**config.mk**
```make
export PLATFORM = sky130hd
export DESIGN_NAME = mem_arbiter_rr_flat
export DESIGN_NICKNAME = d
export VERILOG_FILES = /design/src/rtl/mem_arbiter_rr_if.sv /design/src/rtl/mem_arbiter_rr.sv /design/src/flat_wrapper.sv
export SDC_FILE = /design/constraint.sdc
export NUM_CORES = 1
export LEC_CHECK = 0
export CAP_MARGIN = 10
export CORE_AREA = 2 2 536 538
export CTS_CLUSTER_SIZE = 40
export DETAILED_ROUTE_END_ITERATION = 10
export DIE_AREA = 0 0 538 540
export SLEW_MARGIN = 15
export SYNTH_ARGS = -nofsm -noshare
export SYNTH_HDL_FRONTEND = slang
export SYNTH_SLANG_ARGS = --single-unit
```
**constraint.sdc**
```tcl
create_clock -name clk -period 1.7 [get_ports clk]
set_clock_uncertainty 0.15 [all_clocks]
set_input_delay 0.34 -clock clk [delete_from_list [all_inputs] [get_ports clk]]
set_output_delay 0.34 -clock clk [all_outputs]
set_load 0.005 [all_outputs]
```
**src/rtl/mem_arbiter_rr_if.sv**
```systemverilog
// Bus bundle between the L1 miss ports, the round-robin arbiter and physical memory.
// The arbiter takes the slave view; the caches/memory side (or a bench) takes the master view.
interface mem_arbiter_rr_if #(
    parameter int N_PORTS    = 2,
    parameter int LINE_WIDTH = 256,
    parameter int ADDR_WIDTH = 32
);
    localparam int IDX_W = (N_PORTS > 1) ? $clog2(N_PORTS) : 1;

    logic [N_PORTS-1:0]            req_read;
    logic [N_PORTS-1:0]            req_write;
    logic [N_PORTS*ADDR_WIDTH-1:0] req_addr;
    logic [N_PORTS*LINE_WIDTH-1:0] req_wdata;
    logic [N_PORTS-1:0]            req_resp;
    logic [LINE_WIDTH-1:0]         req_rdata;

    logic                          pmem_resp;
    logic [LINE_WIDTH-1:0]         pmem_rdata;
    logic                          pmem_read;
    logic                          pmem_write;
    logic [ADDR_WIDTH-1:0]         pmem_address;
    logic [LINE_WIDTH-1:0]         pmem_wdata;

    logic                          grant_valid;
    logic [IDX_W-1:0]              grant_idx;

    modport slave (
        input  req_read, req_write, req_addr, req_wdata, pmem_resp, pmem_rdata,
        output req_resp, req_rdata, pmem_read, pmem_write, pmem_address, pmem_wdata,
               grant_valid, grant_idx
    );

    modport master (
        output req_read, req_write, req_addr, req_wdata, pmem_resp, pmem_rdata,
        input  req_resp, req_rdata, pmem_read, pmem_write, pmem_address, pmem_wdata,
               grant_valid, grant_idx
    );
endinterface

```
**src/rtl/mem_arbiter_rr.sv**
```systemverilog
// N-port round-robin arbiter from L1 miss ports onto one line-wide memory port.
// Requests are latched at grant; a one-cycle DONE gap follows every completion.
module mem_arbiter_rr #(
    parameter int N_PORTS    = 2,
    parameter int LINE_WIDTH = 256,
    parameter int ADDR_WIDTH = 32
) (
    input  logic                 clk,
    input  logic                 rst_n,
    mem_arbiter_rr_if.slave      bus
);
    localparam int IDX_W = (N_PORTS > 1) ? $clog2(N_PORTS) : 1;
    localparam logic [IDX_W:0]   PORTS_W   = (IDX_W+1)'(N_PORTS);
    localparam logic [IDX_W-1:0] LAST_PORT = IDX_W'(N_PORTS-1);

    typedef enum logic [1:0] {
        IDLE = 2'd0,
        BUSY = 2'd1,
        DONE = 2'd2
    } state_t;

    state_t                state, state_nxt;
    logic [IDX_W-1:0]      rr_ptr, rr_ptr_nxt;
    logic [IDX_W-1:0]      grant_idx, grant_idx_nxt;
    logic                  cmd_write, cmd_write_nxt;
    logic [ADDR_WIDTH-1:0] lat_addr, lat_addr_nxt;
    logic [LINE_WIDTH-1:0] lat_wdata, lat_wdata_nxt;

    logic [N_PORTS-1:0]    active;
    logic [2*N_PORTS-1:0]  active_dbl;
    logic [2*N_PORTS-1:0]  active_shift;
    logic [N_PORTS-1:0]    active_rot;
    logic                  win_found;
    logic [IDX_W-1:0]      win_offset;
    logic [IDX_W:0]        win_sum;
    logic [IDX_W-1:0]      win_idx;

    logic                  sel_write;
    logic [ADDR_WIDTH-1:0] sel_addr;
    logic [LINE_WIDTH-1:0] sel_wdata;
    logic                  busy;

    assign active       = bus.req_read | bus.req_write;
    assign active_dbl   = {active, active};
    assign active_shift = active_dbl >> rr_ptr;
    assign active_rot   = active_shift[N_PORTS-1:0];

    // Rotating the request vector by rr_ptr turns the fair scan into a
    // plain lowest-set-bit search; the offset is then mapped back to a port.
    always_comb begin
        win_found  = 1'b0;
        win_offset = '0;
        for (int j = N_PORTS - 1; j >= 0; j--) begin
            if (active_rot[j]) begin
                win_found  = 1'b1;
                win_offset = IDX_W'(j);
            end
        end
        win_sum = {1'b0, rr_ptr} + {1'b0, win_offset};
        if (win_sum >= PORTS_W) begin
            win_sum = win_sum - PORTS_W;
        end
        win_idx = win_sum[IDX_W-1:0];
    end

    always_comb begin
        sel_write = 1'b0;
        sel_addr  = '0;
        sel_wdata = '0;
        for (int j = 0; j < N_PORTS; j++) begin
            if (win_idx == IDX_W'(j)) begin
                sel_write = bus.req_write[j];
                sel_addr  = bus.req_addr[j*ADDR_WIDTH +: ADDR_WIDTH];
                sel_wdata = bus.req_wdata[j*LINE_WIDTH +: LINE_WIDTH];
            end
        end
    end

    always_ff @(posedge clk) begin
        if (!rst_n) begin
            state     <= IDLE;
            rr_ptr    <= '0;
            grant_idx <= '0;
            cmd_write <= 1'b0;
            lat_addr  <= '0;
            lat_wdata <= '0;
        end else begin
            state     <= state_nxt;
            rr_ptr    <= rr_ptr_nxt;
            grant_idx <= grant_idx_nxt;
            cmd_write <= cmd_write_nxt;
            lat_addr  <= lat_addr_nxt;
            lat_wdata <= lat_wdata_nxt;
        end
    end

    // DONE never samples requests, giving the served cache a cycle to drop its request.
    always_comb begin
        state_nxt     = state;
        rr_ptr_nxt    = rr_ptr;
        grant_idx_nxt = grant_idx;
        cmd_write_nxt = cmd_write;
        lat_addr_nxt  = lat_addr;
        lat_wdata_nxt = lat_wdata;
        unique case (state)
            IDLE: begin
                if (win_found) begin
                    state_nxt     = BUSY;
                    grant_idx_nxt = win_idx;
                    cmd_write_nxt = sel_write;
                    lat_addr_nxt  = sel_addr;
                    lat_wdata_nxt = sel_wdata;
                end
            end
            BUSY: begin
                if (bus.pmem_resp) begin
                    state_nxt  = DONE;
                    rr_ptr_nxt = (grant_idx == LAST_PORT) ? '0 : grant_idx + 1'b1;
                end
            end
            DONE: begin
                state_nxt = IDLE;
            end
            default: begin
                state_nxt = IDLE;
            end
        endcase
    end

    assign busy             = (state == BUSY);
    assign bus.pmem_read    = busy & ~cmd_write;
    assign bus.pmem_write   = busy & cmd_write;
    assign bus.pmem_address = busy ? lat_addr  : '0;
    assign bus.pmem_wdata   = busy ? lat_wdata : '0;
    assign bus.grant_valid  = busy;
    assign bus.grant_idx    = grant_idx;
    assign bus.req_rdata    = bus.pmem_rdata;

    always_comb begin
        bus.req_resp = '0;
        for (int j = 0; j < N_PORTS; j++) begin
            bus.req_resp[j] = busy & bus.pmem_resp & (grant_idx == IDX_W'(j));
        end
    end
endmodule

```
**src/flat_wrapper.sv**
```systemverilog
// flat-port wrapper written by rule: the top's interface ports become plain ports
module mem_arbiter_rr_flat 
#(
    parameter int N_PORTS    = 2,
    parameter int LINE_WIDTH = 256,
    parameter int ADDR_WIDTH = 32
)
  (clk, rst_n, bus_req_read, bus_req_write, bus_req_addr, bus_req_wdata, bus_pmem_resp, bus_pmem_rdata, bus_req_resp, bus_req_rdata, bus_pmem_read, bus_pmem_write, bus_pmem_address, bus_pmem_wdata, bus_grant_valid, bus_grant_idx);
  mem_arbiter_rr_if #(.N_PORTS(N_PORTS), .LINE_WIDTH(LINE_WIDTH), .ADDR_WIDTH(ADDR_WIDTH)) bus_i ();
  input  logic clk;
  input  logic rst_n;
  input wire logic [$bits(bus_i.req_read)-1:0] bus_req_read;
  input wire logic [$bits(bus_i.req_write)-1:0] bus_req_write;
  input wire logic [$bits(bus_i.req_addr)-1:0] bus_req_addr;
  input wire logic [$bits(bus_i.req_wdata)-1:0] bus_req_wdata;
  input wire logic [$bits(bus_i.pmem_resp)-1:0] bus_pmem_resp;
  input wire logic [$bits(bus_i.pmem_rdata)-1:0] bus_pmem_rdata;
  output wire logic [$bits(bus_i.req_resp)-1:0] bus_req_resp;
  output wire logic [$bits(bus_i.req_rdata)-1:0] bus_req_rdata;
  output wire logic [$bits(bus_i.pmem_read)-1:0] bus_pmem_read;
  output wire logic [$bits(bus_i.pmem_write)-1:0] bus_pmem_write;
  output wire logic [$bits(bus_i.pmem_address)-1:0] bus_pmem_address;
  output wire logic [$bits(bus_i.pmem_wdata)-1:0] bus_pmem_wdata;
  output wire logic [$bits(bus_i.grant_valid)-1:0] bus_grant_valid;
  output wire logic [$bits(bus_i.grant_idx)-1:0] bus_grant_idx;
  assign bus_i.req_read = bus_req_read;
  assign bus_i.req_write = bus_req_write;
  assign bus_i.req_addr = bus_req_addr;
  assign bus_i.req_wdata = bus_req_wdata;
  assign bus_i.pmem_resp = bus_pmem_resp;
  assign bus_i.pmem_rdata = bus_pmem_rdata;
  assign bus_req_resp = bus_i.req_resp;
  assign bus_req_rdata = bus_i.req_rdata;
  assign bus_pmem_read = bus_i.pmem_read;
  assign bus_pmem_write = bus_i.pmem_write;
  assign bus_pmem_address = bus_i.pmem_address;
  assign bus_pmem_wdata = bus_i.pmem_wdata;
  assign bus_grant_valid = bus_i.grant_valid;
  assign bus_grant_idx = bus_i.grant_idx;
  mem_arbiter_rr #(.N_PORTS(N_PORTS), .LINE_WIDTH(LINE_WIDTH), .ADDR_WIDTH(ADDR_WIDTH)) u_core (.clk(clk), .rst_n(rst_n), .bus(bus_i));
endmodule
```
==> impl_metrics.yaml <==
run_status:
  status: "complete, but fails checks"
  violations: "setup timing"
floorplan:
  die_w_um: 538
  die_y_um: 540
  initial_core_util: 0.0606
  fp-row-count: 196
  core_mm2: 0.284
  die-area_mm2: 0.291
  ios: 1389
logic_synthesis:
  syn_area_mm2: 0.0172
  synth_edf_count: 0
  ys_ff_latch: 293
  synth.most_common_cell: "dfxtp_1"
  seq_area_frac_synth: 0.340
  yosysUniqueCellTypes: 26
  yosys.area.top_type: "dfxtp_1"
  synth.area.top_cells: "dfxtp_1 34%, o221a_2 19%, o41a_1 19%, buf_4 11%, and2_1 10%"
  synth_common_cells: "293 x dfxtp_1, 289 x and2_1, 288 x o221a_2, 288 x o41a_1, 257 x buf_4"
  synth_top_area_frac: 0.340
  syn_inst: 1664
  yosys_warnings: 0
  synthFlopType: "dfxtp_1"
  avgSynthCellArea_um2: 10.4
  syn-num-nets: 2503
  async_reset_ff_frac: 0
timing:
  grt_setup_unrepaired: "yes"
  finalSetupViolCount: 587
  period_needed_ns: 2.72
  setup_ws_ns: -1.02
  max_freq_mhz: 368
  report.final.slew_viol_count: 0
  finalCritPeriodShare: 1.60
  worst_pin_slew_ns: 0.553
  slew_headroom: 0.631
  hold_viol: 0
power:
  intPower_w: 0.0207
  switching_share: 0.325
  pwr-share-seq: 0.281
  leakagePower_nw: 13.4
  switchingPower_w: 0.00993
  power.density_mw_per_mm2: 818
  power.share.clock: 0.333
  peakVddDrop_mv: 0.650
  p_comb_frac: 0.386
placed_design:
  gp_congestion: 0.814
  dp_hpwl_mm: 146
  post-place-ws_ns: -0.894
  dpl.cell_count: 5961
  io_buffers: 876
global_routing:
  grt-ovfl-total: 0
  first_global_vias: 18666
  grt_max_degree: 63
  grt_use_met1: 0.134
  grt_pass1_wl_mm: 217
  grt_use_met2: 0.166
  busiest_layer: "met2"
  antenna_found_initial: 132
  track_usage: 0.117
  grt_use_met3: 0.0682
routing:
  wl_mm: 188
  drcViolationCount: 0
  ant_nets: 0
  viasPerCell: 3.09
  first_pass_iters: 7
  wl_per_cell_um: 29.9
  drtIter0Drc: 1331
  vias: 19438
cts:
  clock_sinks: 293
  clockBufferDepth: 3
  insertion_delay_ns: 0.65
  cts_tree: "done"
  path_clk_slew_ns: 0.05
  root_buffer: "clkbuf_16"
  htree_levels: 2
  numCtsBuffers: 43
cells_and_area:
  fin_util: 0.132
  area_delta_synth_final_pct: 117
  drive_gt1_frac: 0.481
  layout.nets: 3269
  fin_cells: 6293
hold_path:
  min_path_type: "input pin to flip-flop"
  min-delay-start: "rst_n"
setup_path:
  cp_data_required_time_ns: 1.21
  crit_path_end_kind: "primary output"
  criticalPathCategory: "flip-flop to primary output"
  cp-startpoint: "u_core.state[1]"
  crit_fanout: 8
  timing.rr.start: "u_core.state[1]"
  cp_data_arrival_time_ns: 2.23
  startpoint_type: "flip-flop"
run:
  maxCapViolations: 0
==> critical path: stages, from the launching register on <==
cell       delay (ns)
dfxtp_2          0.32
nand2b_4         0.18
inv_16           0.13
buf_16           0.17
buf_12           0.13
buf_12           0.14
clkbuf_16        0.16
and2_4           0.15
buf_12           0.13
==> what timing repair did <==
item | in CTS | in global routing
cloned | 30 | 54
endpoints found under the setup margin | 584 | 586
buffers inserted | 66 | 52
pin swaps | 55 | 129
endpoints found under the hold margin | 4 | 0
gates resized for setup | 649 | 347
hold buffers | 1 | 0
==> through the flow <==
stage	total power, W	area [µm²]	hold slack, ns	TNS [ns]
4_1_cts	0.0295	35000	0.0582	-436.94
5_1_grt	0.0317	37300	0.0880	-396.35
3_3_place_gp	0.0171	31100	0.350	-306.07
2_1_floorplan	0.0117	17200	0.294	-1.55
6_report	0.0306	37400	0.136	-352.49
3_5_place_dp	0.0172	31100	0.353	-312.25
==> layout by cell type (no fill, tap or decap), types with 2 or more instances in the layout <==
| cell | instances |
|---|---|
| inv_6 | 2 |
| buf_6 | 123 |
| nor2_1 | 2 |
| dfxtp_1 | 291 |
| clkbuf_8 | 7 |
| clkbuf_16 | 83 |
| o221a_4 | 35 |
| inv_1 | 2 |
| bufinv_16 | 7 |
| buf_8 | 31 |
| and2_4 | 220 |
| and2_1 | 69 |
| diode_2 | 69 |
| dfxtp_2 | 2 |
| clkdlybuf4s50_1 | 587 |
| clkbuf_2 | 14 |
| buf_2 | 11 |
| o221a_2 | 253 |
| buf_4 | 83 |
| clkbuf_1 | 7 |
| o41a_1 | 288 |
| buf_12 | 242 |
| clkinv_2 | 7 |
| buf_16 | 38 |
| nor2_4 | 4 |
| clkdlybuf4s15_2 | 10 |
| dlymetal6s2s_1 | 21 |
==> final cells by class <==
type	count	area, µm²
fillers	31882	247000
repair buffers	1200	15700
multi-input cells	889	9370
flip-flops and latches	293	5870
well taps	3762	4710
clock buffers	59	1250
clock inverters	18	279
diodes	69	173
inverters	3	27.5
==> cell families (layout without fill, tap and decap cells) <==
| family | after synthesis | after routing | share of synthesized area |
|---|---|---|---|
| DFF | 293 | 293 | 0.340 |
| and+or+nand+nor | 304 | 304 | 0.109 |
| muxes | 1 | 1 | 0.000581 |
| buffers and inverters | 482 | 1280 | 0.170 |
| AOI/OAI and AO/OA | 584 | 584 | 0.380 |
| other | 0 | 69 | 0 |
==> sequential cells by signal (all words and copies together) (netlist names) <==
signal / cells
u_core.bus.grant_idx: 1
u_core.cmd_write: 1
u_core.lat_addr: 32
u_core.lat_wdata: 256
u_core.rr_ptr: 1
u_core.state: 2
==> metal layers <==
layer,wire (µm),vias to the layer above,share of wire
li1,-,8042,-
met1,74100,9237,0.39
met2,76500,1477,0.41
met3,24600,582,0.13
met4,12400,100,0.066
met5,895,-,0.0048
==> worst paths after layout <==
check	to	slack [ns]	depth (start not counted)
setup reg to reg	u_core.lat_wdata[175]	-0.50	8
setup / recovery	bus_pmem_wdata[183]	-1.02	8
hold reg to reg	u_core.lat_wdata[163]	0.37	1
hold / removal	u_core.lat_wdata[230]	0.14	4
==> power by group through the flow <==
| stage | sequential (W) | clock, W | combinational, W |
|---|---|---|---|
| 2_1_floorplan | 0.00817 | 0 | 0.00356 |
| 3_3_place_gp | 0.00863 | 0 | 0.00849 |
| 3_5_place_dp | 0.00863 | 0 | 0.00859 |
| 4_1_cts | 0.00854 | 0.0105 | 0.0104 |
| 5_1_grt | 0.00867 | 0.0107 | 0.0124 |
| 6_report | 0.00860 | 0.0102 | 0.0118 |
No activity file was read; power rests on OpenSTA's default activity.
